### src/rtl/nibble_serial_adder_pkg.sv
// Shared definitions for the nibble-serial adder: FSM encoding and slice geometry.
package nibble_serial_adder_pkg;

    localparam int NIB_W = 4;

    typedef enum logic [1:0] {
        ST_IDLE = 2'd0,
        ST_RUN  = 2'd1,
        ST_DONE = 2'd2
    } state_e;

    // A single-slice operation still needs a one-bit counter.
    function automatic int cnt_width(input int nib);
        return (nib > 1) ? $clog2(nib) : 1;
    endfunction

endpackage

### src/rtl/nibble_serial_adder_cla4.sv
// 4-bit carry-lookahead slice: all internal carries are formed from generate/propagate terms.
module nibble_serial_adder_cla4 (
    input  logic [3:0] A,
    input  logic [3:0] B,
    input  logic       Cin,
    output logic [3:0] S,
    output logic       Cout
);

    logic [3:0] g, p;
    logic [4:0] c;

    assign g    = A & B;
    assign p    = A ^ B;
    assign c[0] = Cin;
    assign c[1] = g[0] | (p[0] & c[0]);
    assign c[2] = g[1] | (p[1] & g[0]) | (p[1] & p[0] & c[0]);
    assign c[3] = g[2] | (p[2] & g[1]) | (p[2] & p[1] & g[0]) | (p[2] & p[1] & p[0] & c[0]);
    assign c[4] = g[3] | (p[3] & g[2]) | (p[3] & p[2] & g[1]) | (p[3] & p[2] & p[1] & g[0])
                | (p[3] & p[2] & p[1] & p[0] & c[0]);
    assign S    = p ^ c[3:0];
    assign Cout = c[4];

endmodule

### src/rtl/nibble_serial_adder.sv
// Multi-cycle WIDTH-bit adder: one CLA4 slice consumes a nibble per clock, LSB nibble first,
// with valid/ready handshakes on operand and result sides.
module nibble_serial_adder
    import nibble_serial_adder_pkg::*;
#(
    parameter int WIDTH = 16
) (
    input  logic             CLK,
    input  logic             RST,
    input  logic             IN_VALID,
    output logic             IN_READY,
    input  logic [WIDTH-1:0] A,
    input  logic [WIDTH-1:0] B,
    input  logic             CIN,
    output logic             OUT_VALID,
    input  logic             OUT_READY,
    output logic [WIDTH-1:0] S,
    output logic             COUT,
    output logic             OVF
);

    localparam int NIB = WIDTH / NIB_W;
    localparam int CW  = cnt_width(NIB);

    state_e           state_q, state_d;
    logic [WIDTH-1:0] a_q, a_d, b_q, b_d, s_q, s_d;
    logic [CW-1:0]    cnt_q, cnt_d;
    logic             carry_q, carry_d, cout_q, cout_d, ovf_q, ovf_d;
    logic [3:0]       sl_sum;
    logic             sl_cout;

    nibble_serial_adder_cla4 u_cla4 (
        .A   (a_q[3:0]),
        .B   (b_q[3:0]),
        .Cin (carry_q),
        .S   (sl_sum),
        .Cout(sl_cout)
    );

    always_ff @(posedge CLK or posedge RST) begin
        if (RST) state_q <= ST_IDLE;
        else     state_q <= state_d;
    end

    always_ff @(posedge CLK or posedge RST) begin
        if (RST) begin
            a_q     <= '0;
            b_q     <= '0;
            s_q     <= '0;
            cnt_q   <= '0;
            carry_q <= 1'b0;
            cout_q  <= 1'b0;
            ovf_q   <= 1'b0;
        end else begin
            a_q     <= a_d;
            b_q     <= b_d;
            s_q     <= s_d;
            cnt_q   <= cnt_d;
            carry_q <= carry_d;
            cout_q  <= cout_d;
            ovf_q   <= ovf_d;
        end
    end

    always_comb begin
        state_d = state_q;
        a_d     = a_q;
        b_d     = b_q;
        s_d     = s_q;
        cnt_d   = cnt_q;
        carry_d = carry_q;
        cout_d  = cout_q;
        ovf_d   = ovf_q;
        case (state_q)
            ST_IDLE: begin
                if (IN_VALID) begin
                    a_d     = A;
                    b_d     = B;
                    carry_d = CIN;
                    cnt_d   = '0;
                    state_d = ST_RUN;
                end
            end
            ST_RUN: begin
                // Sum nibbles enter at the top so the first one lands at bit 0 after NIB shifts.
                s_d     = {sl_sum, s_q[WIDTH-1:NIB_W]};
                a_d     = a_q >> NIB_W;
                b_d     = b_q >> NIB_W;
                carry_d = sl_cout;
                cnt_d   = cnt_q + CW'(1);
                if (cnt_q == CW'(NIB - 1)) begin
                    cout_d  = sl_cout;
                    ovf_d   = (a_q[3] == b_q[3]) && (sl_sum[3] != a_q[3]);
                    state_d = ST_DONE;
                end
            end
            ST_DONE: begin
                if (OUT_READY) state_d = ST_IDLE;
            end
            default: state_d = ST_IDLE;
        endcase
    end

    assign IN_READY  = (state_q == ST_IDLE);
    assign OUT_VALID = (state_q == ST_DONE);
    assign S         = s_q;
    assign COUT      = cout_q;
    assign OVF       = ovf_q;

endmodule

### config.mk
export PLATFORM = sky130hd
export DESIGN_NAME = nibble_serial_adder
export DESIGN_NICKNAME = d
export VERILOG_FILES = /design/src/rtl/nibble_serial_adder_pkg.sv /design/src/rtl/nibble_serial_adder_cla4.sv /design/src/rtl/nibble_serial_adder.sv
export SDC_FILE = /design/constraint.sdc
export NUM_CORES = 1
export LEC_CHECK = 0
export CAP_MARGIN = 20
export CORE_MARGIN = 4
export CORE_UTILIZATION = 42
export CTS_CLUSTER_DIAMETER = 80
export DETAILED_ROUTE_END_ITERATION = 10
export PLACE_DENSITY = 0.69
export SYNTH_ARGS = -nofsm -noshare
export SYNTH_HDL_FRONTEND = slang
export SYNTH_SLANG_ARGS = --single-unit
### constraint.sdc
create_clock -name CLK -period 2.9 [get_ports CLK]
set_clock_uncertainty 0.05 [all_clocks]
set_input_delay 0.29 -clock CLK [delete_from_list [all_inputs] [get_ports CLK]]
set_output_delay 0.29 -clock CLK [all_outputs]
set_load 0.005 [all_outputs]
# Word-level counts from Yosys, hierarchy flattened
# Index checks and enable logic that the tools add are counted.
# totals
regBits	55
in_bits	37
out_inout_bits	20
elab_cells	64
# op_classes
n_addsub	1
n_eq_ne	8
mux	12
bitwise_logic	29
reduce_logical	6
# ops
op	n
$pmux 16 s2	2
$mux 16	2
$and 1x1->1	16
$or 1x1->1	10
$mux 2	4
$xor 4x4->4	2
$pmux 2 s3	1
$and 4x4->4	1
$eq 2x2->1 const B	2
$ne 2x2->1 const B	2
$pmux 2 s2	1
$reduce_and 2->1	2
$reduce_and 3->1	1
$add 2x1->2 const B	1
$eq 2x1->1 const B	1
$logic_not 2->1	1
$ne 2x1->1 const B	1
$pmux 1 s2	1
$reduce_bool 2->1	1
$eq 1x1->1	1
$logic_and 1x1->1	1
$mux 1	1
$ne 1x1->1	1

# Depth between registers and ports, before layout
# Gate-level depths: netlist of the first run.
# depth
word_depth	8
ltp_mapped	6
ltp_nobuf	5

# By module
# A second synthesis of the first run with hierarchy kept.
# hier_totals
hier_cells	247
area_unflattened_um2	2680.1
# modules_own_cells
mod	n_inst	cells_each	area_each_um2
nibble_serial_adder	1	230	2532.4
nibble_serial_adder_cla4	1	17	147.6

# Least setup slack after synthesis of the first run
# Ideal clock, no wire load.
# synth_timing
path_type	register to register
start	register a_q[0]
end	register cout_q, in the netlist COUT
arrival_ns	1.395
path_slack_ns	1.330
stages_incl_launch_ff	6
path_buffers	0
synth_period_minus_slack_ns	1.570
cell_sequence	dfrtp_1 ha_1 a211oi_2 o21bai_4 a211oi_1 nor2_1
# synth_between
elab_chain_len	4
elab_cells_between_ends	7
cone_classes	bitwise: 7
# synth_lines
element	line_no	rtl
from (decl)	nibble_serial_adder.sv:26	logic [WIDTH-1:0] a_q, a_d, b_q, b_d, s_q, s_d;
from (signal assigned)	nibble_serial_adder.sv:47	a_q <= '0;
from (signal assigned)	nibble_serial_adder.sv:55	a_q <= a_d;
$and 4x4->4 / $xor 4x4->4 (equally long branches)	nibble_serial_adder_cla4.sv:13, nibble_serial_adder_cla4.sv:14	
$and 1x1->1, on equally long branches	nibble_serial_adder_cla4.sv:19, nibble_serial_adder_cla4.sv:20	
$or 1x1->1 / $and 1x1->1 (equally long branches)	nibble_serial_adder_cla4.sv:19, nibble_serial_adder_cla4.sv:20	
$or 1x1->1 (*)	nibble_serial_adder_cla4.sv:20	| (p[3] & p[2] & p[1] & p[0] & c[0]);
to (signal assigned)	nibble_serial_adder.sv:60	cout_q <= cout_d;
to (decl)	nibble_serial_adder.sv:28	logic carry_q, carry_d, cout_q, cout_d, ovf_q, ovf_d;
# Every way passes the cells marked *; elsewhere a longest branch is shown, timed or not.
# A chain may end at the register's enable or synchronous reset.

# Worst setup path in the final report of the first run
# layout_timing
start	register state_q[1]
end	output port OUT_VALID
# layout_between
elab_chain_len	1
# layout_lines
element	line_no	rtl
from (decl)	nibble_serial_adder.sv:25	state_e state_q, state_d;
from (signal assigned)	nibble_serial_adder.sv:42	else state_q <= state_d;
$eq 2x2->1	nibble_serial_adder.sv:105	assign OUT_VALID = (state_q == ST_DONE);
to (decl)	nibble_serial_adder.sv:15	output logic OUT_VALID,
# No other way between the ends.

==> results of run 1 <==
[cell usage in the layout, fill, tap and decap left out, types with 2 or more instances in the layout]
| cell | Yosys | final |
|---|---|---|
| nand2b_1 | 2 | 2 |
| a211oi_2 | 2 | 2 |
| a22oi_1 | 12 | 12 |
| a21oi_1 | 23 | 23 |
| clkbuf_8 | 0 | 5 |
| nor2b_1 | 12 | 12 |
| buf_4 | 2 | 8 |
| clkbuf_1 | 2 | 2 |
| o21ai_1 | 33 | 33 |
| nor2_1 | 5 | 5 |
| o21bai_4 | 2 | 2 |
| clkdlybuf4s50_1 | 0 | 56 |
| inv_1 | 7 | 6 |
| a22o_1 | 4 | 4 |
| o21ai_0 | 4 | 4 |
| and3b_1 | 12 | 12 |
| dfrtp_1 | 55 | 55 |
| a211oi_1 | 2 | 2 |
| xnor2_1 | 2 | 2 |
| ha_1 | 5 | 5 |
| nand2_1 | 68 | 68 |
[cell type report]
| cell class | instances | area (µm²) |
|---|---|---|
| inverters | 7 | 26.3 |
| clock buffers | 7 | 76.3 |
| repair buffers | 64 | 621 |
| well taps | 75 | 93.8 |
| clock inverters | 1 | 5.00 |
| multi-input cells | 195 | 1120 |
| flip-flops and latches | 55 | 1380 |
| fillers | 549 | 2680 |
[worst max path at each step]
| stage | start | to | slack (ns) | depth (start not counted) |
|---|---|---|---|---|
| final | state_q[1] | OUT_VALID | 0.75 | 3 |
| after global placement | IN_VALID | carry_q | 0.76 | 5 |
| after CTS | state_q[1] | OUT_VALID | 0.73 | 3 |
| after floorplan | RST | COUT | 1.22 | 1 |
| after global routing | state_q[1] | OUT_VALID | 0.61 | 3 |
| after detailed placement | IN_VALID | carry_q | 0.77 | 5 |
[logic make-up (layout without fill, tap and decap cells)]
group           Yosys count  count (layout)  synth area share [%]
xor+xnor                  3               3                 0.997
flops                    55              55                  52.2
buf+inv                  26              79                  5.41
simple gates            101             101                  18.1
compound gates           85              85                  20.1
fa+ha+maj                 6               6                  3.13
[state kept, by name, summed over array words and instances, names as in the netlist]
name / cells
state_q: 2
a_q: 16
OVF: 1
carry_q: 1
COUT: 1
b_q: 16
cnt_q: 2
S: 16
[power by group through the flow]
stage | registers, mW | logic (mW) | clock network, mW
3_5_place_dp | 1.34 | 1.50 | 0
2_1_floorplan | 1.27 | 1.08 | 0
6_report | 1.32 | 1.48 | 0.401
3_3_place_gp | 1.33 | 1.47 | 0
5_1_grt | 1.37 | 1.66 | 0.449
4_1_cts | 1.33 | 1.50 | 0.418
[per-layer routing]
| metal | up-vias | global-route usage (%) |
|---|---|---|
| li1 | 1043 | - |
| met1 | 937 | 20.4 |
| met2 | 50 | 24.0 |
| met3 | 7 | 3.31 |
| met4 | 0 | 3.35 |
| met5 | - | 0 |
[critical path: stages, from the launching register on]
cell	delay (ns)
dfrtp_1	0.81
nand2b_1	0.14
inv_1	0.08
clkdlybuf4s50_1	0.49
==> flow_summary.ini, run 1 <==
[floorplanning]
coreArea_um2 = 5990
rows = 28
dieHeight_um = 87.2
dieArea_um2 = 7610
start_util_pct = 44.0
ios = 57
die_w_um = 87.2

[setup_path]
endpoint_kind = output pin
rr_startpoint = state_q[1]
cp.arrival_ns = 1.81
worstReg2RegEnd = b_q[15]
required_ns = 2.56
cp-start-kind = register
path_class = register to output pin
reg2reg_slack_ns = 0.98
reg2reg_depth = 4
path_max_fanout = 21

[synthesis]
synth_top_area_share_pct = 52.2
ys_ff_latch = 55
syn_area_um2 = 2640
synth_edf_count = 0
synthCells = 276
synth_seq_area_share_pct = 52.2
synth_cell_type_count = 28
synth_nets = 319
yosysWarnings = 0
syn_area_per_cell_um2 = 9.55
synthArstFlopShare_pct = 100
ys_top_cells_by_count = nand2_1, dfrtp_1, o21ai_1
synth.most_common_cell = nand2_1
yosys.area.top_type = dfrtp_1
post_synth_main_area_contributors = dfrtp_1, nand2_1, o21ai_1
synthFlopType = dfrtp_1

[route]
wire_per_inst_um = 13.3
vias_per_cell = 5.04
routed-wl-met2_um = 2470
highest_layer = met4
drtIter0Drc = 83
dr.pass1.iters = 4
drc = 0
met1_length_um = 2560
route.met3.wl_um = 288
wirelength_um = 5370
via_count = 2037
antenna_left = 0

[power_and_ir_drop]
cellPowerDensity_nw_per_um2 = 965
power_frac_seq_pct = 41.4
p_leak_nw = 1.51
p_int_mw = 1.98
p_switching_mw = 1.22
max-vdd-ir-drop_mv = 0.408
clockPowerShare_pct = 12.5
totalPowerFinal_mw = 3.20
p_sw_share_pct = 38.0
combPwrFrac_pct = 46.1

[timing]
relSlewSlack_pct = 49.6
finalCriticalPeriod_ns = 2.15
worst_slew_pin_slew_ns = 0.754
grt_setup_unrepaired = false
hold_viol_final = 0
timing.hold.ws_ns = 0.190
finalMaxSlewViolations = 0
finalCritPeriodShare_pct = 74.0
worst_slack_ns = 0.754
fin_setup_tns_ns = 0
setup_viol = 0
fmaxAchievable_ghz = 0.466

[clock_network]
cts_setup_buffers = 0
clock_sinks = 55
clock_path_buffers = 2
cts_made_buffers = 5
cts-resized-gates = 0
ctsHoldBuffers = 0
clkTransAtPathRegs_ns = 0.09
cts_max_level = 2
cts_tree = done
clk_latency_ns = 0.30
root_buffer = clkbuf_8

[global_routing]
grt-ovfl-total = 0
grt_pass1_wl_um = 9130
grt_use_total_pct = 14.8
antenna_found_initial = 0
grt_pass1_vias = 1941
grt_max_degree = 29

[finish]
nets = 371
syn_to_final_growth_pct = 25.8
diodes = 0
final_area_um2 = 3320
layout-drive-gt1-share_pct = 6.08
final_core_util_pct = 55.3
fin_cells = 404

[place]
dpl.hpwl_um = 3850
dp_slack_ns = 0.775
dpl_cell_area_um2 = 3230
dp_cells = 396
gp_congestion = 0.766
io_buffers = 56

[min_path]
worstHoldPathType = primary input to asynchronous set/reset pin

[run_status]
status = finished clean

[job]
cap_violations = 0
No activity file was read; power rests on OpenSTA's default activity.
==> inputs of run 2 (changes only) <==
clock period = 2.09 ns   (was 2.9 ns; I/O delays follow)
==> run 2 against run 1 <==
Compared with the run above:
- combinational power is 46% higher
- critical path depth stayed put
- critical endpoint is now IN_READY
- critical path type unchanged
- highest routed layer unchanged
- hold slack got worse by 0.030 ns
==> flow_summary.ini, run 2 (synthesized netlist as in run 1, its figures left out) <==
[place]
gp_congestion = 0.766
dp_cells = 400
dpl_cell_area_um2 = 3290
dp_slack_ns = 0.165
io_buffers = 56
dpl.hpwl_um = 3890

[route]
dr.pass1.iters = 4
vias_per_cell = 5.08
wire_per_inst_um = 13.2
antenna_left = 0
wirelength_um = 5400
drtIter0Drc = 74
drc = 0
via_count = 2072

[min_path]
worstHoldPathType = primary input to asynchronous set/reset pin

[floorplanning]
coreArea_um2 = 5990
start_util_pct = 44.0
rows = 28
dieArea_um2 = 7610
die_w_um = 87.2
dieHeight_um = 87.2
ios = 57

[clock_network]
clock_path_buffers = 2
cts_made_buffers = 5
cts-resized-gates = 0
clkTransAtPathRegs_ns = 0.10
clk_latency_ns = 0.31
cts_tree = done
clock_sinks = 55
ctsHoldBuffers = 0
cts_max_level = 2
root_buffer = clkbuf_8
cts_setup_buffers = 0

[run_status]
status = finished clean

[finish]
syn_to_final_growth_pct = 27.9
layout-drive-gt1-share_pct = 7.21
final_area_um2 = 3370
layout.cells.most_common_list = nand2_1, clkdlybuf4s50_1, dfrtp_1
fin_cells = 408
layout_commonest_cell = nand2_1
final_core_util_pct = 56.3
nFillCells = 555
nets = 375
diodes = 0

[job]
cap_violations = 0

[global_routing]
antenna_found_initial = 0
grt_max_degree = 38
grt_use_total_pct = 15.5
grt_pass1_vias = 2003
grt-ovfl-total = 0
grt_pass1_wl_um = 9460

[setup_path]
cp_num_buf_inv = 2
slowest_stage = clkdlybuf4s50_1
max_stage_delay_ns = 0.53
path_class = register to output pin
reg2reg_slack_ns = 0.42
cp-start-kind = register
cp.arrival_ns = 1.69
path_max_fanout = 32
endpoint_kind = output pin
reg2reg_depth = 5
rr_startpoint = a_q[0]
required_ns = 1.83
path_cells = buf_12 > nor2_1 > clkdlybuf4s50_1
worstReg2RegEnd = OVF
cp_top_family = buffers and inverters

[timing]
worst_slack_ns = 0.142
worst_slew_pin_slew_ns = 0.788
timing.hold.ws_ns = 0.160
fmaxAchievable_ghz = 0.513
finalCritPeriodShare_pct = 93.2
grt_setup_unrepaired = false
fin_setup_tns_ns = 0
finalCriticalPeriod_ns = 1.95
finalMaxSlewViolations = 0
setup_viol = 0
relSlewSlack_pct = 47.4
hold_viol_final = 0

[power_and_ir_drop]
p_leak_nw = 1.54
combPwrFrac_pct = 47.4
p_switching_mw = 1.71
power_frac_seq_pct = 40.1
max-vdd-ir-drop_mv = 0.721
p_sw_share_pct = 37.6
clockPowerShare_pct = 12.4
p_int_mw = 2.83
totalPowerFinal_mw = 4.55
cellPowerDensity_nw_per_um2 = 1350
[run 2: cell count changes in the layout (fill, tap and decap cells not counted)]
| cell | change |
|---|---|
| buf_12 | +2 |
| buf_4 | +2 |
[run 2: how the worst max path moves through the flow]
stage	startpoint	to	slack, ns	depth (start not counted)
floorplan	RST	COUT	0.49	1
global placement	IN_VALID	b_q[15]	0.18	5
detailed placement	IN_VALID	b_q[15]	0.17	5
CTS	state_q[0]	IN_READY	0.12	3
global route	state_q[0]	IN_READY	0.06	3
finish	state_q[0]	IN_READY	0.14	3
[run 2: power groups by stage]
stage          clock (mW)  combinational [mW]  sequential [mW]
2_1_floorplan           0                1.49             1.76
3_3_place_gp            0                2.13             1.84
3_5_place_dp            0                2.19             1.85
4_1_cts             0.588                2.19             1.83
5_1_grt             0.623                2.46             1.89
6_report            0.566                2.16             1.82
[run 2: cell type report]
| cell class | instances | area, µm² | area share, % |
|---|---|---|---|
| Sequential cell | 55 | 1380 | 40.8 |
| Multi-Input combinational cell | 195 | 1120 | 33.1 |
| Timing Repair Buffer | 68 | 676 | 20.0 |
| Tap cell | 75 | 93.8 | 2.78 |
| Clock buffer | 7 | 76.3 | 2.26 |
| Inverter | 7 | 26.3 | 0.780 |
| Clock inverter | 1 | 5.00 | 0.148 |
[run 2: metal layers]
layer,share of wire [%],vias to the layer above,global-route usage [%]
met5,0,-,0
met4,0.98,0,4.18
met3,5.3,5,3.41
met2,45,54,23.9
met1,49,963,22.3
li1,-,1050,-
==> inputs of run 3 (changes only) <==
HOLD_SLACK_MARGIN = 0.15   (was default)
==> results of run 3 <==
Same layout as run 2: the final DEF is identical, and so are final timing and power.
